<file path="src/rtl/instr_queue_reg.sv">
// instr_queue_reg
//   Circular instruction queue between fetch and decode. It holds up to DEPTH
//   24-bit instructions, each stored with its PC+1 value, and presents the
//   head entry to decode as pre-split fields. Fetch can keep pushing while
//   decode stalls. A flush (branch/redirect) discards every queued entry.
//
// Parameters
//   PC_W   width of the PC+1 field carried with each instruction
//   DEPTH  number of queue entries (power of 2, >= 2)
//
// Ports
//   clk, rst             rising-edge clock, synchronous active-high reset
//   in_valid/in_ready    fetch-side handshake
//   in_instr, in_pc_inc  fetched word and its PC+1
//   flush                drops all entries at the next edge
//   out_valid/out_ready  decode-side handshake on the head entry
//   pc_inc, opcode, imm_flag, immediate, shift, rb, ra, rt
//                        head entry fields; all zero (a NOP) when out_valid=0
//   count                occupancy, 0..DEPTH
//
// Optional build macro
//   IQ_BYPASS_EN  When the queue is empty, presents the incoming fetch word
//                 straight to decode in the same cycle. If decode takes it,
//                 the word is never written into the queue.
module instr_queue_reg #(
    parameter int unsigned PC_W  = 9,
    parameter int unsigned DEPTH = 4
) (
    input  logic                     clk,
    input  logic                     rst,
    input  logic                     in_valid,
    output logic                     in_ready,
    input  logic [23:0]              in_instr,
    input  logic [PC_W-1:0]          in_pc_inc,
    input  logic                     flush,
    output logic                     out_valid,
    input  logic                     out_ready,
    output logic [PC_W-1:0]          pc_inc,
    output logic [5:0]               opcode,
    output logic                     imm_flag,
    output logic [8:0]               immediate,
    output logic [4:0]               shift,
    output logic [3:0]               rb,
    output logic [3:0]               ra,
    output logic [3:0]               rt,
    output logic [$clog2(DEPTH):0]   count
);

    localparam int unsigned PTR_W = $clog2(DEPTH);
    localparam int unsigned CNT_W = PTR_W + 1;

    typedef struct packed {
        logic [23:0]     instr;
        logic [PC_W-1:0] pc_inc;
    } entry_t;

    // Queue state
    entry_t           mem_q [DEPTH];
    logic [PTR_W-1:0] wr_ptr_q, wr_ptr_d;
    logic [PTR_W-1:0] rd_ptr_q, rd_ptr_d;
    logic [CNT_W-1:0] count_q,  count_d;

    // Handshake and datapath signals
    entry_t in_entry_c;
    entry_t head_raw_c;
    entry_t head_c;
    logic   full_c;
    logic   byp_c;
    logic   push_c;
    logic   pop_c;
    logic   wr_en_c;
    logic   rd_en_c;

    // Fetch-side word packed into the storage layout
    always_comb begin
        in_entry_c        = '0;
        in_entry_c.instr  = in_instr;
        in_entry_c.pc_inc = in_pc_inc;
    end

    // Handshakes; in_ready depends only on registered occupancy, so a full
    // queue refuses a push even in a cycle where decode pops.
    always_comb begin
        full_c    = (count_q == CNT_W'(DEPTH));
        in_ready  = !full_c;
        byp_c     = 1'b0;
`ifdef IQ_BYPASS_EN
        byp_c     = (count_q == '0) && in_valid && !flush;
`endif
        out_valid = (count_q != '0) || byp_c;
        push_c    = in_valid && in_ready;
        pop_c     = out_valid && out_ready;
        // A bypassed word consumed by decode never enters storage, and a
        // bypass pop does not remove anything from storage.
        wr_en_c   = push_c && !(byp_c && out_ready);
        rd_en_c   = pop_c && !byp_c;
    end

    // Head selection; a NOP (all zero) is shown whenever nothing is valid
    always_comb begin
        head_raw_c = mem_q[rd_ptr_q];
        if (byp_c) begin
            head_raw_c = in_entry_c;
        end
        head_c = out_valid ? head_raw_c : '0;
    end

    // Decode field split of the head entry
    always_comb begin
        pc_inc    = head_c.pc_inc;
        opcode    = head_c.instr[23:18];
        imm_flag  = head_c.instr[17];
        immediate = head_c.instr[16:8];
        shift     = head_c.instr[16:12];
        rb        = head_c.instr[11:8];
        ra        = head_c.instr[7:4];
        rt        = head_c.instr[3:0];
        count     = count_q;
    end

    // Pointer and occupancy next state; flush beats any same-cycle push/pop
    always_comb begin
        wr_ptr_d = wr_ptr_q;
        rd_ptr_d = rd_ptr_q;
        count_d  = count_q;
        if (flush) begin
            wr_ptr_d = '0;
            rd_ptr_d = '0;
            count_d  = '0;
        end else begin
            // DEPTH is a power of 2, so natural pointer overflow wraps DEPTH-1 -> 0
            if (wr_en_c) begin
                wr_ptr_d = wr_ptr_q + PTR_W'(1);
            end
            if (rd_en_c) begin
                rd_ptr_d = rd_ptr_q + PTR_W'(1);
            end
            case ({wr_en_c, rd_en_c})
                2'b10:   count_d = count_q + CNT_W'(1);
                2'b01:   count_d = count_q - CNT_W'(1);
                default: count_d = count_q;
            endcase
        end
    end

    // Control registers
    always_ff @(posedge clk) begin
        if (rst) begin
            wr_ptr_q <= '0;
            rd_ptr_q <= '0;
            count_q  <= '0;
        end else begin
            wr_ptr_q <= wr_ptr_d;
            rd_ptr_q <= rd_ptr_d;
            count_q  <= count_d;
        end
    end

    // Storage is not reset; entries only become visible through count
    always_ff @(posedge clk) begin
        if (!rst && !flush && wr_en_c) begin
            mem_q[wr_ptr_q] <= in_entry_c;
        end
    end

endmodule

</file>
<file path="config.mk">
export PLATFORM = sky130hd
export DESIGN_NAME = instr_queue_reg
export DESIGN_NICKNAME = d
export VERILOG_FILES = /design/src/rtl/instr_queue_reg.sv
export SDC_FILE = /design/constraint.sdc
export NUM_CORES = 1
export LEC_CHECK = 0
export ABC_AREA = 1
export CAP_MARGIN = 20
export CORE_MARGIN = 1.5
export CORE_UTILIZATION = 55
export CTS_BUF_LIST = sky130_fd_sc_hd__clkbuf_4 sky130_fd_sc_hd__clkbuf_8
export CTS_CLUSTER_DIAMETER = 200
export DETAILED_ROUTE_END_ITERATION = 8
export GPL_TIMING_DRIVEN = 0
export HOLD_SLACK_MARGIN = 0.1
export PLACE_DENSITY = 0.89
export SETUP_SLACK_MARGIN = 0.3
export SLEW_MARGIN = 20
export SYNTH_ARGS = -nofsm -noshare
export SYNTH_HDL_FRONTEND = slang
export SYNTH_SLANG_ARGS = --single-unit
</file>
<file path="constraint.sdc">
create_clock -name clk -period 3.2 [get_ports clk]
set_input_delay 0.48 -clock clk [delete_from_list [all_inputs] [get_ports clk]]
set_output_delay 0.48 -clock clk [all_outputs]
set_load 0.02 [all_outputs]
</file>
### Word level (Yosys, flattened, before mapping)

Memory sizes are Yosys's and may differ from the RTL's. A register that Yosys moved wholly into a read port is not among the register bits.
Cells that the tools add are included.

| cells by class | value |
|---|---|
| equal/unequal tests | 3 |
| mux-type cells | 6 |
| reductions and logical operators | 10 |
| $add $sub $neg | 4 |

Operators by type and width:

| kind | number |
|---|---|
| 2-to-1 mux 33 bit | 1 |
| case mux 3 bit (2 select lines) | 1 |
| adder 2 x 1 -> 2 bit (second input constant) | 2 |
| logical AND 1 bit | 4 |
| 2-to-1 mux 2 bit | 2 |
| adder 3 x 1 -> 3 bit (second input constant) | 1 |
| equality test 3 bit (second input constant) | 1 |
| logical NOT 1 bit | 3 |
| nonzero test 3 bit | 1 |
| subtractor 3 x 1 -> 3 bit (second input constant) | 1 |
| equality test 2 x 1 -> 1 bit (second input constant) | 1 |
| equality test 2 bit (second input constant) | 1 |
| 2-to-1 mux 1 bit | 2 |
| nonzero test 2 bit | 1 |
| OR reduction 2 bit | 1 |

| word-level totals | value |
|---|---|
| word-level logic and storage cells | 27 |
| input port bits | 38 |
| bits in writable memories | 132 |
| bits in registers | 7 |
| memories kept | 1 |
| output and inout port bits | 47 |

Memories:

| memory | words | width | rd ports | clocked after memory_dff | write ports | line | RTL |
|---|---|---|---|---|---|---|---|
| mem_q | 4 | 33 | 1 | 1 | 1 | 58 | `entry_t mem_q [DEPTH];` |

### Depth between registers and ports, before layout

| logic depth | value |
|---|---|
| depth after elaboration | 6 |
| depth in mapped cells | 13 |
| mapped depth without buffers | 13 |

### Worst setup path after synthesis

No wires, ideal clock.

| timing | value |
|---|---|
| kind | flip-flop to flip-flop |
| from | register count_q[1], in the netlist count[1] |
| to | memory mem_q[0][0] (netlist bit), enable pin |
| library setup time | 0.423 ns |
| buffers on the path | 0 |
| period minus slack after synthesis | 2.764 ns |
| path slack | 0.436 ns |
| required time | 2.777 ns |
| stages on the path, launching flop included | 5 |
| data arrival time | 2.341 ns |
| cells stage by stage | dfxtp_1 -> nor2_1 -> a21boi_1 -> nand2_1 -> nor2_1 |

| on the way | value |
|---|---|
| longest elaborated chain between the ends | 6 |

RTL lines:

| element | line | RTL |
|---|---|---|
| start: declaration | 61 | `logic [CNT_W-1:0] count_q, count_d;` |
| start signal: assignment | 155 | `count_q <= count_d;` |
| equality test 3 bit | 84 | `full_c = (count_q == CNT_W'(DEPTH));` |
| logical NOT 1 bit | 85 | `in_ready = !full_c;` |
| logical AND 1 bit | 91 | `push_c = in_valid && in_ready;` |
| logical AND 1 bit | 161 | `if (!rst && !flush && wr_en_c) begin` |
| 2-to-1 mux 1 bit | 161 |  |
| 2-to-1 mux 1 bit (not written as such) | 162 | `mem_q[wr_ptr_q] <= in_entry_c;` |
| end: declaration | 58 |  |

Every way passes these cells.

==> key figures <==
Outcome
  – Status: completed

Die
  – Std-Cell Rows: 36
  – Initial core utilization: 57.36%
  – Chip Height: 104.4 µm
  – Die area: 0.01090 mm²
  – Die Wd: 104.4 µm
  – I/O pin cnt: 85
  – Core area: 0.009864 mm²

Worst setup path
  – Worst path required time: 2.72 ns
  – Worst Setup End Kind: output pin
  – CP Launch Type: register
  – CP Max Fanout: 10
  – WS Path Type: register to output pin
  – Crit path DAT: 2.35 ns

Power and ir drop
  – Total Power: 3765 µW
  – P_leak: 0.002757 µW
  – Power Dens Cells: 521.5 mW/mm²
  – Max VDD drop: 0.0003327 V

Synthesis
  – Most used DFF post-synth: edfxtp_1
  – Avg Cell Area, Syn: 11.99 µm²
  – FFs w/ async S/R, synth: 0%
  – Post-synth EDFFs: 132
  – Register bit total from synthesis: 141
  – Syn Nets: 516
  – Cell count after synthesis: 472
  – Register area share after synthesis: 73.24%
  – Count of different cell masters after synthesis: 18
  – Mapped Area: 0.005658 mm²
  – Synth warn: 0

Job
  – Max-Cap Viols: 0

STA
  – Least-Margin Pin Slew: 0.6914 ns
  – Unrepaired setup endpoints after global routing: yes
  – Final slew viol count: 0
  – Endpoints failing setup: 0
  – Relative max-transition margin: 53.80%
  – Final critical-path required period: 2.833 ns
  – Final hold violation count: 0
  – Setup Skew: 0.01193 ns
  – F_max: 353.0 MHz
  – Final period util: 88.52%

Layout
  – Sequential cell area: 0.004145 mm²
  – Layout cells sized above 1: 13.18%
  – Syn-to-layout area delta: 27.60%
  – Finished Core Util: 73.19%
  – Diode count: 0
  – NumNets Final: 623
  – Multi-input gate area: 0.001282 mm²
  – # fillers: 607

Clocking
  – Root Driver: clkbuf_8
  – Post-CTS Hold Fix Bufs: 0
  – Clock tree from TritonCTS: yes
  – Worst-skew pair later-pin latency: 0.45 ns
  – Clock Tree Buf Depth: 2
  – H-Tree Depth: 4
  – Inserted Clock Buffers: 17
  – Sink Count: 141
  – Clk slew on worst S/H paths: 0.08 ns

Route
  – Final WL: 12.69 mm
  – Met3 WL: 1.131 mm
  – Via Count: 3,955
  – Met1 WL: 4.608 mm
  – Met2 WL: 6.763 mm
  – DR iter-0 viols: 263
  – Drt pass-1 iters: 5
  – Drt drc: 0
  – Max Used Layer: met4
  – Vias per Instance: 5.455
  – Routed length per placed instance: 17.51 µm
  – Post-route ant nets: 0

Place
  – PortBufs: 84
  – HPWL after DPL: 7.711 mm
  – Placer's final routability congestion estimate: 0.7425

Global route
  – Vias in the first global route: 3,962
  – Largest net degree at the start of global routing: 24
  – Global route overflow: 0
  – Total track usage: 24.25%
  – Global-route wire length before repair: 19.79 mm
  – Initial antenna violation count: 0

Worst hold path
  – Hold crit path type: register to register
-- power by group --
group / internal [µW] / total (µW) / switching (µW)
Combinational: 169 / 388 / 219
Sequential: 2040 / 2050 / 8.78
Clock: 623 / 1330 / 707
-- sequential cells by signal, summed over array words and instances (netlist names), named ones only --
register / count
wr_ptr_q: 2
count: 3
rd_ptr_q: 2
mem_q: 132
-- through the flow --
step | cells | hold WS [ns] | instance area [µm²] | setup slack, ns | TNS, ns
2_1_floorplan | 472 | 0.4596 | 5658 | 0.4358 | 0
3_3_place_gp | 689 | 0.4775 | 6665 | -1.031 | -134.62
3_5_place_dp | 693 | 0.5212 | 6790 | 0.4193 | 0
4_1_cts | 725 | 0.5355 | 7168 | 0.3035 | 0
5_1_grt | 725 | 0.5577 | 7219 | 0.1950 | 0
6_report | 725 | 0.5437 | 7219 | 0.3674 | 0
-- cell families (layout without fill, tap and decap cells) --
family / Yosys count / in the layout / synth area share [%]
AOI/OAI and AO/OA: 105 / 105 / 9.332
DFF: 141 / 141 / 73.24
and+or+nand+nor: 167 / 167 / 11.23
adders and majority gates: 6 / 6 / 1.460
buffers and inverters: 53 / 173 / 4.732
-- metal layers --
layer	GRT usage (%)	vias up
li1	-	1845
met4	9.524	0
met3	6.140	19
met2	43.19	223
met5	0	-
met1	27.93	1868
-- repair_timing --
action / 4_1_cts / 5_1_grt
endpoints found under the setup margin: 14 / 36
buffers inserted: 0 / 0
resized for setup: 8 / 29
-- critical path, stage by stage (launching register included) --
cell and delay (ns):
dfxtp_2 0.38, buf_4 0.19, buf_4 0.21, nor2_1 0.06, nor2_1 0.07, o21ai_1 0.07
a21oi_1 0.20, buf_4 0.15, clkdlybuf4s50_1 0.59
-- area by class of cell --
type	instances	share of cell area (%)
Inverter	20	1.040
Buffer	33	2.929
Multi-Input combinational cell	278	17.76
Timing Repair Buffer	88	13.40
Clock inverter	15	1.906
Clock buffer	17	3.241
Tap cell	133	2.305
Sequential cell	141	57.42
-- worst paths after layout --
kind	start	to	slack [ns]	depth (start not counted)
hold / removal	wr_ptr_q[1]	wr_ptr_q[1]	0.54	2
setup / recovery	register	rb[3]	0.37	8
hold reg to reg	wr_ptr_q[1]	wr_ptr_q[1]	0.54	2
setup reg to reg	count[1]	mem_q[3][22]	1.00	5
-- cell usage in the layout, fill, tap and decap left out, types with 14 or more instances in the layout --
cell / synthesis / layout
nor2_1: 147 / 143
o21ai_0: 28 / 28
inv_1: 17 / 17
clkdlybuf4s50_1: 0 / 67
a21oi_1: 36 / 35
dlymetal6s2s_1: 0 / 14
nand2_1: 15 / 14
o21ai_1: 40 / 40
buf_4: 14 / 14
edfxtp_1: 132 / 132
clkbuf_8: 0 / 17
-- cell usage after synthesis (3+ instances only) --
library cell / instances / share of area, %
nor2_1: 147 / 9.8
edfxtp_1: 132 / 70
o21ai_1: 40 / 3.5
a21oi_1: 36 / 3.2
o21ai_0: 28 / 2.5
inv_1: 17 / 1.1
nand2_1: 15 / 1.0
buf_4: 14 / 1.9
buf_2: 10 / 0.88
dfxtp_1: 9 / 3.2
clkbuf_1: 6 / 0.40
ha_1: 5 / 1.1
nand3_1: 4 / 0.35
clkbuf_2: 3 / 0.27
inv_2: 3 / 0.20
Power figures use the tool's default switching activity.
